[src/rtl/ram_clear_pkg.sv]
// Shared types and constants for the RAM clear / forwarding front end.
// Imported by ram_clear_port.
package ram_clear_pkg;

  typedef enum logic {
    CLEAR = 1'b0,
    PASS  = 1'b1
  } clr_state_t;

  localparam logic [7:0] FILL_DEFAULT = 8'hFF;

endpackage

[src/rtl/ram_clear_port.sv]
// Registered front end for dpram port 1: sweeps every address with FILL after reset
// or on clr_req, otherwise forwards the core's request through one register stage.
module ram_clear_port
  import ram_clear_pkg::*;
#(
  parameter int unsigned AW   = 16,
  parameter logic [7:0]  FILL = FILL_DEFAULT
) (
  input  logic          clk_48,
  input  logic          reset,
  input  logic          clr_req,
  input  logic [AW-1:0] core_ad,
  input  logic [7:0]    core_d,
  input  logic          core_cs,
  input  logic          core_we,
  output logic [AW-1:0] ram_ad,
  output logic [7:0]    ram_d,
  output logic          ram_cs,
  output logic          ram_we,
  output logic          clr_busy,
  output logic          clr_done
);

  clr_state_t    r_state;
  clr_state_t    w_next_state;
  logic [AW-1:0] r_cnt;
  logic [AW-1:0] r_ram_ad;
  logic [7:0]    r_ram_d;
  logic          r_ram_cs;
  logic          r_ram_we;
  logic          r_clr_busy;
  logic          r_clr_done;
  logic          w_cnt_last;

  assign w_cnt_last = (r_cnt == {AW{1'b1}});

  always_ff @(posedge clk_48 or posedge reset) begin
    if (reset) begin
      r_state <= CLEAR;
    end else begin
      r_state <= w_next_state;
    end
  end

  // clr_req is deliberately ignored while sweeping: a sweep always runs to completion.
  always_comb begin
    w_next_state = r_state;
    case (r_state)
      CLEAR: if (w_cnt_last) w_next_state = PASS;
      PASS:  if (clr_req)    w_next_state = CLEAR;
      default: w_next_state = CLEAR;
    endcase
  end

  always_ff @(posedge clk_48 or posedge reset) begin
    if (reset) begin
      r_cnt      <= '0;
      r_clr_busy <= 1'b1;
      r_clr_done <= 1'b0;
      r_ram_ad   <= '0;
      r_ram_d    <= FILL;
      r_ram_cs   <= 1'b0;
      r_ram_we   <= 1'b0;
    end else begin
      case (r_state)
        CLEAR: begin
          r_ram_ad <= r_cnt;
          r_ram_d  <= FILL;
          r_ram_cs <= 1'b1;
          r_ram_we <= 1'b1;
          r_cnt    <= r_cnt + 1'b1;
          if (w_cnt_last) begin
            r_clr_busy <= 1'b0;
            r_clr_done <= 1'b1;
          end else begin
            r_clr_done <= 1'b0;
          end
        end
        PASS: begin
          r_clr_done <= 1'b0;
          if (clr_req) begin
            // One idle gap edge: the core request presented on this edge is dropped.
            r_cnt      <= '0;
            r_clr_busy <= 1'b1;
            r_ram_cs   <= 1'b0;
            r_ram_we   <= 1'b0;
          end else begin
            r_ram_ad <= core_ad;
            r_ram_d  <= core_d;
            r_ram_cs <= core_cs;
            r_ram_we <= core_we;
          end
        end
        default: begin
          r_clr_done <= 1'b0;
        end
      endcase
    end
  end

  assign ram_ad   = r_ram_ad;
  assign ram_d    = r_ram_d;
  assign ram_cs   = r_ram_cs;
  assign ram_we   = r_ram_we;
  assign clr_busy = r_clr_busy;
  assign clr_done = r_clr_done;

endmodule

[config.mk]
export PLATFORM = sky130hd
export DESIGN_NAME = ram_clear_port
export DESIGN_NICKNAME = d
export VERILOG_FILES = /design/src/rtl/ram_clear_pkg.sv /design/src/rtl/ram_clear_port.sv
export SDC_FILE = /design/constraint.sdc
export NUM_CORES = 1
export LEC_CHECK = 0
export BUFFER_PORTS_ARGS = -buffer_cell sky130_fd_sc_hd__clkbuf_2
export CAP_MARGIN = 20
export CORE_ASPECT_RATIO = 1.1
export CORE_MARGIN = 2
export CORE_UTILIZATION = 40
export DETAILED_ROUTE_END_ITERATION = 10
export HOLD_SLACK_MARGIN = 0.12
export SLEW_MARGIN = 20
export SYNTH_ARGS = -nofsm -noshare
export SYNTH_HDL_FRONTEND = slang
export SYNTH_SLANG_ARGS = --single-unit
[constraint.sdc]
create_clock -name clk_48 -period 3.3 [get_ports clk_48]
set_input_delay 0.33 -clock clk_48 [delete_from_list [all_inputs] [get_ports clk_48]]
set_output_delay 0.33 -clock clk_48 [all_outputs]
set_load 0.01 [all_outputs]
After elaboration in Yosys (flattened, before gate mapping)
Index checks and enable logic that the tools add are counted.
- bitwise operators: 1
- multiplexer cells: 17
- add/sub/neg operators: 1
- eq/ne operators: 4
- reduce and logical (&&, ||, !) cells: 1
- operators with widths (kind ; number):
    $pmux W16 S2 ; 2
    $mux W16 ; 2
    $add A16 B1 Y16 const B ; 1
    $eq A16 B16 Y1 const B ; 1
    $pmux W8 S2 ; 1
    $pmux W1 S2 ; 5
    $mux W8 ; 1
    $mux W1 ; 6
    $ne A2 B2 Y1 const B ; 3
    $reduce_and A2 Y1 ; 1
    $not A1 Y1 ; 1
- logic and storage cells: 32
- output and inout bits: 28
- register bits after elaboration: 45
- input bits: 29

Longest topological paths before layout
Gate-level depths: netlist of run 1.
- word-level depth: 3
- gate-level depth with buffers: 6
- mapped depth without buffers: 5

Worst setup path after synthesis of run 1
Ideal clock, no wire load.
- path type: reg2reg
- start point: reg r_cnt[0]
- end point: reg r_clr_busy, in the netlist clr_busy
- clock period less this slack: 1.448 ns
- data arrival time: 1.369 ns
- stages on the path, launching flop included: 6
- path buffers: 0
- setup time: 0.079 ns
- path slack: 1.852 ns
- cells stage by stage: dfrtp_1 -> ha_1 -> nand2b_1 -> nor4_4 -> nand3_1 -> a22o_1
- word-level cells in the longest chain between the ends: 3
- ends and longest elaborated chain (what ; line ; RTL):
    start, declared ; ram_clear_port.sv:26 ; logic [AW-1:0] r_cnt;
    start signal, assigned ; ram_clear_port.sv:71 ; r_cnt <= r_cnt + 1'b1;
    $eq A16 B16 Y1 ; ram_clear_port.sv:35 ; assign w_cnt_last = (r_cnt == {AW{1'b1}});
    $ne A2 B2 Y1 (no line) ; - ;
    $reduce_and A2 Y1 (no line) ; - ;
    end signal, assigned ; ram_clear_port.sv:58 ; r_clr_busy <= 1'b1;
    end signal, assigned ; ram_clear_port.sv:73 ; r_clr_busy <= 1'b0;
    end signal, assigned ; ram_clear_port.sv:84 ; r_clr_busy <= 1'b1;
    end, declared ; ram_clear_port.sv:31 ; logic r_clr_busy;
No other way between the ends.
A chain may end at the register's enable or synchronous reset.

Final worst setup path of run 1
- start point: reg r_cnt[1]
- end point: reg r_clr_busy, in the netlist clr_busy
Same word-level chain as after synthesis.

==> results of run 1 <==
==> how the worst max path moves through the flow <==
stage	startpoint	end	slack [ns]	depth (start not counted)
CTS	r_cnt[1]	clr_busy	1.66	5
finish	r_cnt[1]	clr_busy	1.69	5
global route	r_cnt[1]	clr_busy	1.52	5
floorplan	r_cnt[0]	clr_busy	1.85	5
global placement	clr_req	r_cnt[7]	1.71	4
detailed placement	r_cnt[1]	clr_busy	1.68	5
==> Yosys cell counts <==
| cell | instances | area, µm² |
|---|---|---|
| nand3_1 | 3 | 15.01 |
| dfrtp_1 | 36 | 900.9 |
| o21ai_0 | 7 | 35.03 |
| nand3_2 | 2 | 20.02 |
| or2_0 | 1 | 6.260 |
| nor4_4 | 2 | 42.54 |
| ha_1 | 1 | 12.51 |
| mux2i_1 | 32 | 320.3 |
| and4_1 | 1 | 8.760 |
| nor2b_1 | 1 | 6.260 |
| a22o_1 | 1 | 8.760 |
| a21oi_1 | 16 | 80.08 |
| inv_1 | 6 | 22.52 |
| o31ai_1 | 3 | 22.52 |
| nand3b_1 | 1 | 7.510 |
| o22ai_1 | 1 | 6.260 |
| nand4_1 | 3 | 18.77 |
| nand4_4 | 1 | 21.27 |
| clkbuf_1 | 5 | 18.77 |
| nand2_1 | 25 | 93.84 |
| o211ai_1 | 2 | 15.01 |
| buf_6 | 2 | 22.52 |
| a21o_1 | 1 | 7.510 |
| nand2b_1 | 2 | 12.51 |
| buf_2 | 3 | 15.01 |
| a31oi_1 | 2 | 12.51 |
| nor2_1 | 18 | 67.56 |
| dfstp_2 | 9 | 236.5 |
| buf_1 | 1 | 3.750 |
==> registers in the layout, summed over array words and instances, names as in the netlist <==
register  cells
ram_cs        1
ram_ad       16
clr_done      1
r_cnt        16
ram_we        1
clr_busy      1
ram_d         8
r_state       1
==> critical path, stage by stage, from the launching register on <==
cell      delay, ns
dfrtp_1        0.45
ha_1           0.23
nand2b_1       0.15
nor4_4         0.33
nand3_1        0.17
a22o_1         0.22
==> cell type report <==
| cell class | count | share of cell area |
|---|---|---|
| clock inverter | 1 | 0.003061 |
| inverter | 6 | 0.009184 |
| tap | 58 | 0.02959 |
| timing repair buffer | 58 | 0.1204 |
| clock buffer | 7 | 0.03112 |
| sequential | 45 | 0.4638 |
| multi-input combinational | 126 | 0.3429 |
==> cell families after synthesis <==
kind of cell,count (synthesis),share of synthesized area
flip-flops,45,0.5519
adder cells (fa/ha/maj),1,0.006071
AO/OA/AOI/OAI,33,0.09107
multiplexers,32,0.1554
AND/OR/NAND/NOR,60,0.1554
buffers and inverters,17,0.04007
==> per-layer routing <==
metal  track usage  routed length (µm)  vias up
li1              -                   -      759
met1        0.1859                1727      706
met2        0.2440                1794       34
met3       0.03934                 159        5
met4       0.04444                  48        0
met5             0                   0        -
==> stage by stage <==
stage / setup slack (ns) / hold slack, ns / cells
finish: 1.685 / 0.2195 / 301
global route: 1.516 / 0.2623 / 301
CTS: 1.660 / 0.2388 / 301
detailed placement: 1.676 / 0.5070 / 293
global placement: 1.706 / 0.5069 / 293
floorplan: 1.852 / 0.4601 / 188
==> report_power, final <==
part / internal [W] / total (W) / switching (W)
sequential: 0.000651 / 0.000757 / 0.000106
clock: 0.000150 / 0.000325 / 0.000175
combinational: 0.000130 / 0.000282 / 0.000152
total: 0.000931 / 0.00136 / 0.000433
==> out/metrics.cfg, run 1 <==
[pwr]
totalPowerFinal_w = 0.001363
ir_worst_vdd_uv = 202.8
p_per_area_nw_per_um2 = 555.9
leakagePower_nw = 1.253

[synth]
synth_area_per_cell_um2 = 10.96
synth-warning-count = 0
synth-seq-cells = 45
ys_types = 29
mappedNetlistNets = 218
netlist_area_um2 = 2061
ys_seq_area_frac = 0.5519
syn_inst = 188

[sta]
clock_skew_ns = 0.007352
drv_slew = 0
hold_viol = 0
worst_pin_slew_ns = 0.9133
max_freq_mhz = 619.3
setup_viol = 0
slew_headroom = 0.3902
post-route-min-period_ns = 1.615
tns_ns = 0
layout_worst_path_cycle_share = 0.4893
rsz0062_at_grt = false

[final_layout]
multiInputGateArea_um2 = 840.8
area_growth_pct = 19.00
fillers = 483
post-route-cell-area_um2 = 2452
insertedDiodeCount = 0
regArea_um2 = 1137
drive_above_1_share = 0.3251
nNetsFinal = 272
final_cell_mix = clkbuf_2, dfrtp_1, mux2i_1
final_util = 0.4905
layout_commonest_cell = clkbuf_2

[cts]
insertion_delay_ns = 0.29
ctsHoldBuffers = 0
postCtsSetupBuffers = 0
cts.clk_slew.worst_paths_ns = 0.08
cts_root_buffer = clkbuf_8
h-tree-depth = 2
cts_tree = yes
numCtsBuffers = 5
cts_resized = 0
cts.sinks = 45
cts_buffer_depth = 2

[setup_path]
critPathArrivalTime_ns = 1.84
r2r-end = clr_busy
r2r_slack_ns = 1.69
crit_fanout = 6
r2r_cells = 5
worstSetupPathType = register to register
worstSetupStartpointType = register
required_ns = 3.52
r2r_start = r_cnt[1]
crit_path_end_kind = register

[global_route]
grt_pass1_vias = 1478
grt_start_max_net_pins = 50
grt_overflow = 0
grt_util_all_layers = 0.1466
grt_pass1_wl_mm = 6.610
antenna_found_initial = 0

[place]
place_congestion = 0.7420
placed_area_um2 = 2369
numPortBuffers = 56
dpl.hpwl_mm = 2.621

[floorplanning]
pin_count = 57
chipWidth_um = 72.44
rows = 27
die-area_um2 = 5743
core_um2 = 5000
start_util = 0.4122
die_h_um = 79.28

[drt]
drtIter0Drc = 90
post_drt_wl_per_cell_um = 12.39
route.detailed.drc = 0
wirelength_mm = 3.729
drt_first_pass_iters = 4
num_vias = 1504
final_antenna_net_count = 0
vias_per_cell = 4.997

[run]
max_cap_violations = 0

[run_status]
status = complete, no violations

[hold_path]
hp-class = input pin to asynchronous set/reset pin

Power figures use the tool's default switching activity.
==> run 2, diff against run 1 <==
--- a/config.mk
+++ b/config.mk
@@ -12,6 +12,7 @@
 export CORE_UTILIZATION = 40
 export DETAILED_ROUTE_END_ITERATION = 10
 export HOLD_SLACK_MARGIN = 0.12
+export PLACE_DENSITY = 0.66
 export SLEW_MARGIN = 20
 export SYNTH_ARGS = -nofsm -noshare
 export SYNTH_HDL_FRONTEND = slang
==> constraint.sdc (replaced) <==
create_clock -name clk_48 -period 1.3 [get_ports clk_48]
set_input_delay 0.13 -clock clk_48 [delete_from_list [all_inputs] [get_ports clk_48]]
set_output_delay 0.13 -clock clk_48 [all_outputs]
set_load 0.01 [all_outputs]
==> run 2 against run 1 <==
  * The flow now finishes with violations (setup timing)
  * Via count rose by 14%
  * Combinational power rose to 4.6 times the previous value
  * Count of clock-buffer cells in the layout fell by 1
  * Clock skew rose by 0.00092 ns
  * Power rose to 3.0 times the previous value
  * Register-to-register slack got worse by 1.8 ns
  * Design area rose by 18%
  * Utilization rose by 8.9 points
  * Highest routed layer unchanged
  * Wire length rose by 22%
  * Final cell count rose by 14%
  * Sequential cell count did not move
  * Critical path type unchanged
==> out/metrics.cfg, run 2 (synthesized netlist as in run 1, its figures left out) <==
[final_layout]
finalNonFillerCells = 342
post-route-cell-area_um2 = 2899
final_cell_mix = clkbuf_2, dfrtp_1, mux2i_1
multiInputGateArea_um2 = 890.9
insertedDiodeCount = 0
drive_above_1_share = 0.4225
regArea_um2 = 1139
layout_commonest_cell = clkbuf_2
fillers = 424
final_util = 0.5798
area_growth_pct = 40.68
nNetsFinal = 313

[place]
numPortBuffers = 56
place_congestion = 0.8089
placedCellCount = 319
dpl.hpwl_mm = 3.119
placed_area_um2 = 2601

[setup_path]
worstSetupPathType = register to register
crit_path_end_kind = register
worstSetupStartpointType = register
r2r-end = r_cnt[13]
required_ns = 1.48
critPathArrivalTime_ns = 1.56
r2r_slack_ns = -0.08
crit_fanout = 3
r2r_cells = 6
r2r_start = r_cnt[0]

[cts]
numCtsBuffers = 5
cts_buffer_depth = 2
cts.clk_slew.worst_paths_ns = 0.09
cts_tree = yes
insertion_delay_ns = 0.29
cts_root_buffer = clkbuf_8
h-tree-depth = 2
cts.sinks = 45

[hold_path]
whs_endpoint = ram_ad[7]
hp-class = input pin to register
worstHoldStart = core_ad[7]
whs_path_depth = 3

[drt]
drt_first_pass_iters = 5
vias_per_cell = 5.003
num_vias = 1711
drtIter0Drc = 102
wirelength_mm = 4.544
route.detailed.drc = 0
final_antenna_net_count = 0
post_drt_wl_per_cell_um = 13.29

[global_route]
grt_util_all_layers = 0.1670
grt_pass1_vias = 1659
grt_start_max_net_pins = 26
grt_pass1_wl_mm = 7.445
grt_overflow = 0
antenna_found_initial = 0

[sta]
worst_pin_slew_ns = 0.3859
drv_slew = 0
layout_worst_path_cycle_share = 1.062
setup_viol = 7
post-route-min-period_ns = 1.381
setup_ws_ns = -0.08075
rsz0062_at_grt = true
max_freq_mhz = 724.2
hold_viol = 0
clock_skew_ns = 0.008271
slew_headroom = 0.7421

[pwr]
totalPowerFinal_w = 0.004034
leakagePower_nw = 1.478
ir_worst_vdd_uv = 559.3
p_per_area_nw_per_um2 = 1391

[floorplanning]
die_h_um = 79.28
core_um2 = 5000
die-area_um2 = 5743
rows = 27
start_util = 0.4122
chipWidth_um = 72.44
pin_count = 57

[run_status]
violations = setup timing
status = finished, violations left

[run]
max_cap_violations = 0

-- run 2: changes by cell type in the layout (fill, tap and decap cells not counted), sizes merged --
cell	previous run	this run
clkbuf	63	62
clkinvlp	1	0
clkinv	0	2
dlygate4sd3	0	11
buf	2	32
-- run 2: area by class of cell --
type | instances | area share
clock buffer | 6 | 0.02849
clock inverter | 2 | 0.003021
inverter | 6 | 0.007769
multi-input combinational | 126 | 0.3073
sequential | 45 | 0.3927
tap | 58 | 0.02503
timing repair buffer | 99 | 0.2356
-- run 2: worst max-delay path, stage by stage, from the launching register on --
cell and delay, ns:
dfrtp_1 0.41, buf_4 0.13, nand3b_1 0.11, buf_4 0.16, nor4_4 0.21, nand3_2 0.12
mux2i_1 0.13
-- run 2: layer usage --
layer  track usage  wire [µm]  vias up  part of all wire
li1              -          -      841                 -
met1        0.2067       2000      823              0.44
met2        0.2844       2287       41              0.50
met3       0.03934        186        6             0.041
met4       0.05741         70        0             0.015
met5             0          0        -                 0
-- run 2: how the worst max path moves through the flow --
stage                  start   endpoint  slack, ns  cells after the start
floorplan            r_state   r_cnt[9]      -0.08                      6
global route        r_cnt[0]  r_cnt[13]      -0.16                      6
CTS                 r_cnt[0]  r_cnt[14]      -0.11                      5
finish              r_cnt[0]  r_cnt[13]      -0.08                      6
global placement    r_cnt[4]   clr_busy     -0.001                      4
detailed placement  r_cnt[1]   clr_busy      -0.08                      5
-- run 2: metrics by stage --
stage                      TNS [ns]  worst slack, ns  hold WS (ns)
after floorplan             -0.1603         -0.07746        0.2601
after global placement    -0.001334        -0.001334       0.09675
after detailed placement    -0.3986         -0.08089       0.09861
after CTS                   -0.7603          -0.1125        0.1252
after global routing         -1.178          -0.1599        0.1301
final                       -0.2763         -0.08075        0.1272
-- run 2: repair_timing --
item / CTS / global route
hold endpoints to repair: 38 / 0
buffers inserted: 3 / 1
gates resized for setup: 6 / 14
hold buffers: 11 / 0
pin swaps: 6 / 7
setup endpoints to repair: 12 / 16
-- run 2: power by group --
group	switching, W	total (W)	internal [W]	leakage (nW)
registers	0.000203	0.00186	0.00166	0.540
clock network	0.000458	0.000879	0.000422	0.0486
logic	0.000624	0.00130	0.000671	0.889
total	0.00128	0.00403	0.00275	1.48
==> run 3, diff against run 2 <==
--- a/config.mk
+++ b/config.mk
@@ -13,6 +13,7 @@
 export DETAILED_ROUTE_END_ITERATION = 10
 export HOLD_SLACK_MARGIN = 0.12
 export PLACE_DENSITY = 0.66
+export SETUP_SLACK_MARGIN = 0.3
 export SLEW_MARGIN = 20
 export SYNTH_ARGS = -nofsm -noshare
 export SYNTH_HDL_FRONTEND = slang
==> run 3 against run 2 <==
  * The flow still finishes with violations (setup timing)
  * Maximum frequency fell by 0.71%
  * Non-clock buffer count rose by 10
  * Setup slack got worse by 0.0099 ns
  * Sequential share of layout area fell by 6.9 points
  * Clock power rose by 43%
  * Design area rose by 22%
  * Sequential power barely moved
  * Clock skew barely moved
  * First-iteration DRC count fell by 3.9%
  * Sequential cell count did not move
  * Wire length rose by 21%
  * Final cell count rose by 3.2%
  * Critical path type unchanged
  * Critical endpoint is now r_state
  * Largest cell class is now multi-input combinational cells
  * Highest routed layer unchanged
==> out/metrics.cfg, run 3 (synthesized netlist as in run 1, its figures left out) <==
[final_layout]
final_cell_mix = clkbuf_2, dfrtp_1, mux2i_1
final_util = 0.7052
area_growth_pct = 71.10
fillers = 309
finalNonFillerCells = 353
insertedDiodeCount = 0
nNetsFinal = 324
layout_commonest_cell = clkbuf_2
post-route-cell-area_um2 = 3526
drive_above_1_share = 0.6000

[sta]
slew_headroom = 0.6261
clock_skew_ns = 0.008268
max_freq_mhz = 719.1
worst_pin_slew_ns = 0.5609
hold_viol = 0
drv_slew = 0
finalHoldWorstSlack_ns = 0.1187
post-route-min-period_ns = 1.391
layout_worst_path_cycle_share = 1.070
setup_viol = 11
rsz0062_at_grt = true
setup_ws_ns = -0.09062

[global_route]
antenna_found_initial = 0
grt_pass1_vias = 1581
grt_start_max_net_pins = 46
grt_overflow = 0
grt_util_all_layers = 0.1627
grt_pass1_wl_mm = 7.238

[floorplanning]
die-area_um2 = 5743
chipWidth_um = 72.44
start_util = 0.4122
pin_count = 57
rows = 27
die_h_um = 79.28
core_um2 = 5000

[place]
dpl.hpwl_mm = 2.888
numPortBuffers = 56
placedCellCount = 317
placed_area_um2 = 2603
pre_cts_slack_ns = -0.007354
place_congestion = 0.7886

[cts]
cts.clk_slew.worst_paths_ns = 0.09
h-tree-depth = 2
cts_buffer_depth = 2
insertion_delay_ns = 0.30
cts_root_buffer = clkbuf_8
cts_tree = yes
numCtsBuffers = 5
cts.sinks = 45

[setup_path]
cp_slowest_cell = dfrtp_1
required_ns = 1.54
path_cells = ha_2 -> nand2b_4 -> nor4_4 -> nand3_1 -> buf_4 -> nand2b_1
crit_fanout = 3
worst-path-buf-inv = 1
worstSetupPathType = register to register
crit_path_end_kind = register
worstSetupStartpointType = register
critPathArrivalTime_ns = 1.63
crit_path_max_incr_delay_ns = 0.40
crit_family = simple AND/OR/NAND/NOR gates

[drt]
drtIter0Drc = 98
route.detailed.drc = 0
wirelength_mm = 5.495
vias_per_cell = 5.229
num_vias = 1846
drt_first_pass_iters = 4
final_antenna_net_count = 0
post_drt_wl_per_cell_um = 15.57

[pwr]
ir_worst_vdd_uv = 694.0
p_per_area_nw_per_um2 = 1318
leakagePower_nw = 1.708

[run]
max_cap_violations = 0

[run_status]
violations = setup timing
status = finished, violations left

[hold_path]
hp-class = input pin to register

-- run 3: per-layer routing --
metal  routed length (µm)  up-vias  global-route usage
met5                    0        -                   0
met4                  137        0             0.06111
met3                  203       11             0.03680
met2                 2882       55              0.2642
met1                 2271      910              0.2113
li1                     -      870                   -
-- run 3: per-stage QoR --
step                       TNS, ns  power [W]
after floorplan            -0.1739   0.002419
after global placement           0   0.002951
after detailed placement  -0.01278   0.002974
after CTS                 -0.07019   0.004292
after global routing        -1.679   0.004876
final                      -0.5472   0.004646
-- run 3: final timing paths --
check | startpoint | end | slack, ns | cells past startpoint
max in group asynchronous | reset | clr_busy | 0.61 | 4
setup reg to reg | r_cnt[1] | r_state | -0.09 | 6
hold reg to reg | r_cnt[13] | r_cnt[13] | 0.55 | 1
setup / recovery | r_cnt[1] | r_state | -0.09 | 6
hold / removal | core_ad[7] | ram_ad[7] | 0.12 | 3
min in group asynchronous | reset | ram_ad[2] | 0.42 | 4
-- run 3: worst register-to-register path, cell delays in order, from the launching register on --
cell,delay (ns)
dfrtp_1,0.40
ha_2,0.23
nand2b_4,0.08
nor4_4,0.20
nand3_1,0.17
buf_4,0.18
nand2b_1,0.07
-- run 3: layout make-up --
| type | instances | area [µm²] | share of cell area |
|---|---|---|---|
| Multi-Input combinational cell | 127 | 1164 | 0.3300 |
| Clock buffer | 5 | 68.82 | 0.01952 |
| Tap cell | 58 | 72.57 | 0.02058 |
| Timing Repair Buffer | 109 | 989.7 | 0.2807 |
| Clock inverter | 3 | 65.06 | 0.01845 |
| Sequential cell | 45 | 1140 | 0.3233 |
| Inverter | 6 | 26.28 | 0.007452 |
-- run 3: what timing repair did --
item                                    CTS  global route
endpoints found under the setup margin   39            54
hold buffers                             11             0
gates cloned                              1             6
pin swaps                                 3            10
resized for setup                        20            99
setup buffers                             6             4
hold endpoints to repair                 54             0
-- run 3: where the power goes --
group / internal [W] / total (W) / switching, W
clock network: 0.000764 / 0.00126 / 0.000495
logic: 0.000745 / 0.00153 / 0.000787
registers: 0.00166 / 0.00186 / 0.000196
